--- config.mk ---
export PLATFORM = sky130hd
export DESIGN_NAME = segled_scan_ndigit
export DESIGN_NICKNAME = d
export VERILOG_FILES = /design/src/rtl/segled_pkg.sv /design/src/rtl/bcd_dabble_seq.sv /design/src/rtl/segled_scan_ndigit.sv
export SDC_FILE = /design/constraint.sdc
export NUM_CORES = 1
export LEC_CHECK = 0
export CAP_MARGIN = 20
export CORE_MARGIN = 5
export CORE_UTILIZATION = 30
export DETAILED_ROUTE_END_ITERATION = 8
export GPL_ROUTABILITY_DRIVEN = 0
export PLACE_DENSITY = 0.44
export SLEW_MARGIN = 40
export SYNTH_ARGS = -nofsm -noshare
export SYNTH_HDL_FRONTEND = slang
export SYNTH_HIERARCHICAL = 1
export SYNTH_SLANG_ARGS = --single-unit
export TNS_END_PERCENT = 10
--- constraint.sdc ---
create_clock -name sys_clk -period 4.2 [get_ports sys_clk]
set_input_delay 0.84 -clock sys_clk [delete_from_list [all_inputs] [get_ports sys_clk]]
set_output_delay 0.84 -clock sys_clk [all_outputs]
set_load 0.02 [all_outputs]
--- src/rtl/segled_pkg.sv ---
// Shared types and constants for the multiplexed seven-segment scanner:
// converter state encoding, glyph patterns and the BCD sizing helper.
package segled_pkg;

  typedef enum logic [1:0] {
    IDLE   = 2'd0,
    SHIFT  = 2'd1,
    COMMIT = 2'd2
  } conv_state_t;

  // Active-high patterns, bit 0 = a .. bit 6 = g
  localparam logic [6:0] GLYPH_0     = 7'h3F;
  localparam logic [6:0] GLYPH_1     = 7'h06;
  localparam logic [6:0] GLYPH_2     = 7'h5B;
  localparam logic [6:0] GLYPH_3     = 7'h4F;
  localparam logic [6:0] GLYPH_4     = 7'h66;
  localparam logic [6:0] GLYPH_5     = 7'h6D;
  localparam logic [6:0] GLYPH_6     = 7'h7D;
  localparam logic [6:0] GLYPH_7     = 7'h07;
  localparam logic [6:0] GLYPH_8     = 7'h7F;
  localparam logic [6:0] GLYPH_9     = 7'h6F;
  localparam logic [6:0] GLYPH_MINUS = 7'h40;
  localparam logic [6:0] GLYPH_BLANK = 7'h00;

  // Decimal digits needed for a data_w-bit unsigned value (1233/4096 ~ log10(2))
  function automatic int bcd_digits(input int data_w);
    return ((data_w * 1233) >> 12) + 1;
  endfunction

  function automatic logic [6:0] glyph_of(input logic [3:0] digit);
    logic [6:0] g;
    case (digit)
      4'd0:    g = GLYPH_0;
      4'd1:    g = GLYPH_1;
      4'd2:    g = GLYPH_2;
      4'd3:    g = GLYPH_3;
      4'd4:    g = GLYPH_4;
      4'd5:    g = GLYPH_5;
      4'd6:    g = GLYPH_6;
      4'd7:    g = GLYPH_7;
      4'd8:    g = GLYPH_8;
      4'd9:    g = GLYPH_9;
      default: g = GLYPH_BLANK;
    endcase
    return g;
  endfunction

endpackage

--- src/rtl/bcd_dabble_seq.sv ---
// Sequential binary-to-BCD converter (double-dabble, one bit per cycle)
// with sign/magnitude capture and a one-cycle commit strobe.
module bcd_dabble_seq
  import segled_pkg::*;
#(
  parameter int DATA_W = 32,
  parameter int BCD_W  = 4 * bcd_digits(32)
) (
  input  logic              sys_clk,
  input  logic              sys_rst_n,
  input  logic              in_valid,
  input  logic [DATA_W-1:0] in_data,
  input  logic              in_signed,
  output logic              in_ready,
  output logic              commit,
  output logic [BCD_W-1:0]  bcd,
  output logic              neg
);

  localparam int                CNT_W      = $clog2(DATA_W);
  localparam logic [CNT_W-1:0]  LAST_SHIFT = CNT_W'(DATA_W - 1);

  conv_state_t               state_r;
  conv_state_t               state_s;
  logic [CNT_W-1:0]          cnt_r;
  logic [DATA_W-1:0]         bin_r;
  logic [BCD_W-1:0]          bcd_r;
  logic                      neg_r;
  logic                      ready_r;
  logic                      commit_r;
  logic                      neg_in_s;
  logic [DATA_W:0]           mag_s;
  logic [BCD_W-1:0]          adj_s;
  logic [BCD_W+DATA_W-1:0]   shifted_s;

  // Magnitude is one bit wider so the most negative input negates cleanly
  always_comb begin
    neg_in_s = in_signed & in_data[DATA_W-1];
    if (neg_in_s) begin
      mag_s = {1'b0, ~in_data} + {{DATA_W{1'b0}}, 1'b1};
    end else begin
      mag_s = {1'b0, in_data};
    end
  end

  // Add-3 correction on every nibble, then shift the combined register
  always_comb begin
    adj_s = bcd_r;
    for (int i = 0; i < BCD_W / 4; i++) begin
      if (bcd_r[4*i +: 4] >= 4'd5) begin
        adj_s[4*i +: 4] = bcd_r[4*i +: 4] + 4'd3;
      end else begin
        adj_s[4*i +: 4] = bcd_r[4*i +: 4];
      end
    end
    shifted_s = {adj_s, bin_r} << 1;
  end

  // Next-state logic
  always_comb begin
    state_s = state_r;
    case (state_r)
      IDLE: begin
        if (in_valid) begin
          state_s = SHIFT;
        end else begin
          state_s = IDLE;
        end
      end
      SHIFT: begin
        if (cnt_r == LAST_SHIFT) begin
          state_s = COMMIT;
        end else begin
          state_s = SHIFT;
        end
      end
      COMMIT:  state_s = IDLE;
      default: state_s = IDLE;
    endcase
  end

  // State register plus flags decoded one cycle early so they are registered
  always_ff @(posedge sys_clk or negedge sys_rst_n) begin
    if (!sys_rst_n) begin
      state_r  <= IDLE;
      ready_r  <= 1'b1;
      commit_r <= 1'b0;
    end else begin
      state_r  <= state_s;
      ready_r  <= (state_s == IDLE);
      commit_r <= (state_s == COMMIT);
    end
  end

  // Datapath: load on accept, shift while converting, hold otherwise
  always_ff @(posedge sys_clk or negedge sys_rst_n) begin
    if (!sys_rst_n) begin
      cnt_r <= '0;
      bin_r <= '0;
      bcd_r <= '0;
      neg_r <= 1'b0;
    end else begin
      case (state_r)
        IDLE: begin
          cnt_r <= '0;
          if (in_valid) begin
            bin_r <= mag_s[DATA_W-1:0];
            // Bit DATA_W is pre-shifted into the BCD field (never set in practice)
            bcd_r <= {{(BCD_W-1){1'b0}}, mag_s[DATA_W]};
            neg_r <= neg_in_s;
          end else begin
            bin_r <= bin_r;
            bcd_r <= bcd_r;
            neg_r <= neg_r;
          end
        end
        SHIFT: begin
          cnt_r <= cnt_r + CNT_W'(1);
          bcd_r <= shifted_s[BCD_W+DATA_W-1:DATA_W];
          bin_r <= shifted_s[DATA_W-1:0];
        end
        default: begin
          cnt_r <= cnt_r;
        end
      endcase
    end
  end

  assign in_ready = ready_r;
  assign commit   = commit_r;
  assign bcd      = bcd_r;
  assign neg      = neg_r;

endmodule

--- src/rtl/segled_scan_ndigit.sv ---
// N-digit multiplexed seven-segment driver: converts a binary value to
// decimal, applies blanking/sign/overflow rules and scans the digits.
module segled_scan_ndigit
  import segled_pkg::*;
#(
  parameter int NUM_DIGITS  = 4,
  parameter int DATA_W      = 32,
  parameter int SCAN_DIV    = 50000,
  parameter int SEG_ACT_LOW = 1,
  parameter int DIG_ACT_LOW = 1
) (
  input  logic                  sys_clk,
  input  logic                  sys_rst_n,
  input  logic                  in_valid,
  input  logic [DATA_W-1:0]     in_data,
  input  logic                  in_signed,
  output logic                  in_ready,
  input  logic                  blank_en,
  input  logic [NUM_DIGITS-1:0] dp_mask,
  output logic [7:0]            seg,
  output logic [NUM_DIGITS-1:0] dig_sel,
  output logic                  overflow
);

  localparam int BCD_DIGITS = bcd_digits(DATA_W);
  localparam int BCD_W      = 4 * BCD_DIGITS;
  localparam int IDX_W      = $clog2(NUM_DIGITS);
  localparam int PRE_W      = $clog2(SCAN_DIV);

  localparam logic [7:0]            SEG_OFF = (SEG_ACT_LOW != 0) ? 8'hFF : 8'h00;
  localparam logic [NUM_DIGITS-1:0] DIG_OFF = (DIG_ACT_LOW != 0) ? {NUM_DIGITS{1'b1}}
                                                                   : {NUM_DIGITS{1'b0}};
  localparam logic [PRE_W-1:0]      PRE_LAST = PRE_W'(SCAN_DIV - 1);
  localparam logic [IDX_W-1:0]      IDX_LAST = IDX_W'(NUM_DIGITS - 1);

  logic                  conv_commit_s;
  logic [BCD_W-1:0]      conv_bcd_s;
  logic                  conv_neg_s;

  logic [BCD_W-1:0]      disp_bcd_r;
  logic                  disp_neg_r;
  logic                  disp_ovf_r;
  logic [PRE_W-1:0]      pre_r;
  logic [IDX_W-1:0]      idx_r;

  logic [BCD_W-1:0]      view_bcd_s;
  logic                  view_neg_s;
  int                    cnt_s;
  int                    pos_s;
  logic                  ovf_s;
  logic [3:0]            nib_s;
  logic [6:0]            glyph_s;
  logic [7:0]            seg_raw_s;
  logic [7:0]            seg_next_s;
  logic [NUM_DIGITS-1:0] onehot_s;

  bcd_dabble_seq #(
    .DATA_W (DATA_W),
    .BCD_W  (BCD_W)
  ) u_dabble (
    .sys_clk   (sys_clk),
    .sys_rst_n (sys_rst_n),
    .in_valid  (in_valid),
    .in_data   (in_data),
    .in_signed (in_signed),
    .in_ready  (in_ready),
    .commit    (conv_commit_s),
    .bcd       (conv_bcd_s),
    .neg       (conv_neg_s)
  );

  // During COMMIT the fresh result is shown so the output register picks it up
  // on the same edge the display register loads
  always_comb begin
    if (conv_commit_s) begin
      view_bcd_s = conv_bcd_s;
      view_neg_s = conv_neg_s;
    end else begin
      view_bcd_s = disp_bcd_r;
      view_neg_s = disp_neg_r;
    end
  end

  // Significant digit count and fit check
  always_comb begin
    cnt_s = 1;
    for (int i = 1; i < BCD_DIGITS; i++) begin
      if (view_bcd_s[4*i +: 4] != 4'd0) begin
        cnt_s = i + 1;
      end else begin
        cnt_s = cnt_s;
      end
    end
    ovf_s = (cnt_s + (view_neg_s ? 1 : 0)) > NUM_DIGITS;
  end

  // Display register: loads only when the converter commits
  always_ff @(posedge sys_clk or negedge sys_rst_n) begin
    if (!sys_rst_n) begin
      disp_bcd_r <= '0;
      disp_neg_r <= 1'b0;
      disp_ovf_r <= 1'b0;
    end else if (conv_commit_s) begin
      disp_bcd_r <= conv_bcd_s;
      disp_neg_r <= conv_neg_s;
      disp_ovf_r <= ovf_s;
    end else begin
      disp_bcd_r <= disp_bcd_r;
      disp_neg_r <= disp_neg_r;
      disp_ovf_r <= disp_ovf_r;
    end
  end

  // Slot prescaler and digit index
  always_ff @(posedge sys_clk or negedge sys_rst_n) begin
    if (!sys_rst_n) begin
      pre_r <= '0;
      idx_r <= '0;
    end else if (pre_r == PRE_LAST) begin
      pre_r <= '0;
      idx_r <= (idx_r == IDX_LAST) ? '0 : idx_r + IDX_W'(1);
    end else begin
      pre_r <= pre_r + PRE_W'(1);
      idx_r <= idx_r;
    end
  end

  // Glyph for the digit currently being scanned
  always_comb begin
    pos_s = int'(idx_r);
    nib_s = 4'd0;
    for (int i = 0; i < BCD_DIGITS; i++) begin
      if (i == pos_s) begin
        nib_s = view_bcd_s[4*i +: 4];
      end else begin
        nib_s = nib_s;
      end
    end
    glyph_s = GLYPH_BLANK;
    if (blank_en) begin
      if (pos_s < cnt_s) begin
        glyph_s = glyph_of(nib_s);
      end else if (view_neg_s && (pos_s == cnt_s)) begin
        glyph_s = GLYPH_MINUS;
      end else begin
        glyph_s = GLYPH_BLANK;
      end
    end else begin
      if (view_neg_s && (pos_s == NUM_DIGITS - 1)) begin
        glyph_s = GLYPH_MINUS;
      end else begin
        glyph_s = glyph_of(nib_s);
      end
    end
    if (ovf_s) begin
      seg_raw_s = {1'b0, GLYPH_MINUS};
    end else begin
      seg_raw_s = {dp_mask[idx_r], glyph_s};
    end
  end

  // Dark on the first cycle of each slot to avoid ghosting across digits
  always_comb begin
    seg_next_s = (pre_r == '0) ? 8'h00 : seg_raw_s;
    onehot_s   = '0;
    for (int i = 0; i < NUM_DIGITS; i++) begin
      onehot_s[i] = (pos_s == i);
    end
  end

  // Output registers, polarity applied here only
  always_ff @(posedge sys_clk or negedge sys_rst_n) begin
    if (!sys_rst_n) begin
      seg     <= SEG_OFF;
      dig_sel <= DIG_OFF;
    end else begin
      seg     <= seg_next_s ^ SEG_OFF;
      dig_sel <= onehot_s ^ DIG_OFF;
    end
  end

  assign overflow = disp_ovf_r;

endmodule

==> impl_metrics.yaml <==
global_routing:
  use_met1_pct: 18.6
  antenna_found_initial: 0
  grt_pass1_wl_mm: 34.2
  grt_overflow_total: 0
  met3_usage_pct: 2.26
  grt_usage_pct: 13.4
  grt_pass1_vias: 6377
  grt_max_degree: 85
  grt-busiest-layer: "met2"
  grtUsageMet2_pct: 21.9
timing:
  finalSetupViolCount: 0
  max_freq_mhz: 265
  layout_min_cycle_time_ns: 3.77
  worst_hold_slack_ns: 0.414
  drv_slew: 0
  finalHoldViolations: 0
  tns_ns: 0
  rsz0062_at_grt: "no"
  fin_skew_ns: 0.0116
  post-route-period-util_pct: 89.8
  worst_pin_slew_ns: 0.722
  max_slew_margin_pct: 51.5
clocking:
  cts_setup_buffers: 0
  clockRootBuffer: "clkbuf_16"
  cts_tree: "done"
  clock-sinks: 154
  cts_hold_buf: 0
  clk_pin_slew_ns: 0.07
  cts_resized: 0
  htree_num_levels: 4
  clk_latency_ns: 0.42
  cts_buffers: 17
  cts.path.max_buffers: 2
cells_and_area:
  seq_area_um2: 3870
  layout.nets: 927
  fin_area_um2: 9960
  final_common_cell: "dfrtp_1"
  multi_input_area_um2: 4200
  fillCellCount: 2774
  syn_to_final_growth_pct: 18.7
  drive_gt1_share_pct: 15.1
  num_antenna_cells: 0
  mostFrequentLayoutCells: "140 x dfrtp_1, 53 x clkdlybuf4s50_1, 41 x mux2_2, 41 x nor2_1, 40 x inv_1"
power_and_ir_drop:
  p_seq_share_pct: 37.6
  finalPower_mw: 6.32
  p_comb_share_pct: 37.9
  power_density_nw_per_um2: 634
  switching_share_pct: 37.1
  intPower_mw: 3.97
  p_switching_mw: 2.35
  leakagePower_nw: 4.24
  irDropWorstVdd_mv: 0.293
  p_clk_share_pct: 24.6
floorplanning:
  start_util_pct: 30.3
  coreArea_um2: 27700
  die_h_um: 177
  pin_count: 55
  dieArea_um2: 31400
  rows: 61
  die_w_um: 177
placed_design:
  dpl_cell_area_um2: 9360
  dp_hpwl_mm: 14.1
  port_buffers: 54
worst_setup_path:
  r2r-start: "u_dabble/commit"
  reg2reg_to: "seg[0]"
  reg2reg_depth: 13
  crit_path_start_kind: "flip-flop"
  crit_required_ns: 4.52
  endpoint_kind: "flip-flop"
  critPathMaxFanout: 15
  cp_data_arrival_time_ns: 4.10
  regToRegSetupSlack_ns: 0.43
  criticalPathCategory: "flip-flop to flip-flop"
synthesis:
  netlist-cell-type-count: 74
  async_flop_share_pct: 100
  synth_ff_type: "dfrtp_1"
  synth_edf_count: 0
  ys_ff_latch: 154
  yosys_warnings: 6
  syn-cell-area_um2: 8390
  syn_inst: 795
  syn_area_per_cell_um2: 10.6
  syn-num-nets: 873
  yosysSeqAreaShare_pct: 46.1
status:
  status: "finished, final reports clean"
routing:
  firstDrtPassIters: 4
  drtIter0Drc: 259
  drt-total-wl_mm: 20.2
  drc: 0
  viasPerCell: 4.97
  vias: 6158
  antenna_left: 0
  avgRoutedWirePerCell_um: 16.3
job:
  cap_violations: 0
min_path:
  hp-class: "primary input to async pin"
==> sequential cells by signal (all words and copies together), names as in the netlist <==
| signal | flops |
|---|---|
| idx_r | 2 |
| disp_bcd_r | 40 |
| u_dabble/cnt_r | 5 |
| u_dabble/state_r | 2 |
| u_dabble/in_ready | 1 |
| pre_r | 16 |
| u_dabble/neg | 1 |
| disp_neg_r | 1 |
| u_dabble/bcd | 40 |
| seg | 8 |
| dig_sel | 4 |
| overflow | 1 |
| u_dabble/bin_r | 32 |
| u_dabble/commit | 1 |
==> how the worst max path moves through the flow <==
| stage | from | to | slack, ns | depth (start not counted) |
|---|---|---|---|---|
| floorplan | u_dabble/commit | overflow | 0.84 | 12 |
| global placement | u_dabble/commit | seg[0] | 0.43 | 13 |
| detailed placement | u_dabble/commit | seg[0] | 0.42 | 13 |
| CTS | u_dabble/commit | seg[0] | 0.42 | 13 |
| global route | u_dabble/commit | seg[0] | 0.16 | 13 |
| finish | u_dabble/commit | seg[0] | 0.43 | 13 |
==> area by class of cell <==
| type | instances | area share, % |
|---|---|---|
| multi-input combinational | 566 | 42.2 |
| sequential | 154 | 38.9 |
| clock inverter | 13 | 1.49 |
| timing repair buffer | 69 | 6.61 |
| inverter | 41 | 1.54 |
| clock buffer | 19 | 4.55 |
| tap | 378 | 4.75 |
==> cell families after synthesis <==
| kind of cell | after synthesis | share of synthesized area, % |
|---|---|---|
| AO/OA/AOI/OAI | 211 | 17.2 |
| AND/OR/NAND/NOR | 211 | 14.4 |
| flip-flops | 154 | 46.1 |
| buffers and inverters | 75 | 4.01 |
| XOR/XNOR | 57 | 5.95 |
| multiplexers | 50 | 6.82 |
| adder cells (fa/ha/maj) | 37 | 5.52 |
==> power groups by stage <==
stage,Clock [mW],Combinational (mW),Sequential (mW)
after floorplan,0,1.86,2.28
after global placement,0,2.41,2.40
after detailed placement,0,2.42,2.40
after CTS,1.61,2.43,2.38
after global routing,1.68,2.73,2.45
final,1.55,2.39,2.37
==> layer usage <==
layer	part of all wire [%]	routed length, um
met1	49	9970
met2	48	9650
met3	1.8	368
met4	0.87	175
met5	0	0
==> worst max-delay path, stage by stage (launching register included) <==
cell and delay (ns):
dfrtp_2 0.56, mux2_2 0.39, or4_1 0.60, nor2b_1 0.13, a21oi_1 0.05, o21ai_0 0.19
nor2b_1 0.18, ha_1 0.25, nor2b_1 0.13, o21ai_0 0.14, nor2_1 0.07, a31oi_1 0.27
nor3b_1 0.53, o211ai_1 0.18
==> per-stage QoR <==
| stage | cells | setup WS, ns | util, % |
|---|---|---|---|
| final | 1240 | 0.427 | 36.0 |
| after global routing | 1240 | 0.157 | 36.0 |
| after detailed placement | 1208 | 0.417 | 33.8 |
| after floorplan | 795 | 0.840 | - |
| after global placement | 1208 | 0.430 | 33.8 |
| after CTS | 1240 | 0.424 | 36.0 |
==> cells in the mapped netlist (3+ instances only) <==
cell,instances,share of area (%)
dfrtp_1,141,42
mux2_2,41,5.5
nor2_1,41,1.8
inv_1,40,1.8
a21oi_1,39,2.3
ha_1,37,5.5
o21ai_0,37,2.2
xnor2_1,37,3.9
nand2_1,32,1.4
nand3_1,27,1.6
clkbuf_1,23,1.0
o21ai_1,20,1.2
xor2_1,20,2.1
a22oi_1,19,1.7
nor3_1,16,0.95
nor4_1,15,1.1
nand2b_1,14,1.0
o22ai_1,14,1.0
o31ai_1,14,1.3
dfstp_2,13,4.1
a31oi_1,12,0.89
a32o_1,10,1.2
nand4_1,10,0.75
o32ai_1,10,1.0
or4_1,9,0.81
nor2b_1,8,0.60
a221oi_1,7,0.73
and3_1,6,0.45
buf_6,6,0.81
and2_1,5,0.37
mux2i_1,5,0.60
o211ai_1,5,0.45
a22o_1,4,0.42
buf_1,4,0.18
nor3b_1,4,0.36
a41oi_1,3,0.31
Note: power is estimated with default switching activity, not from simulation.
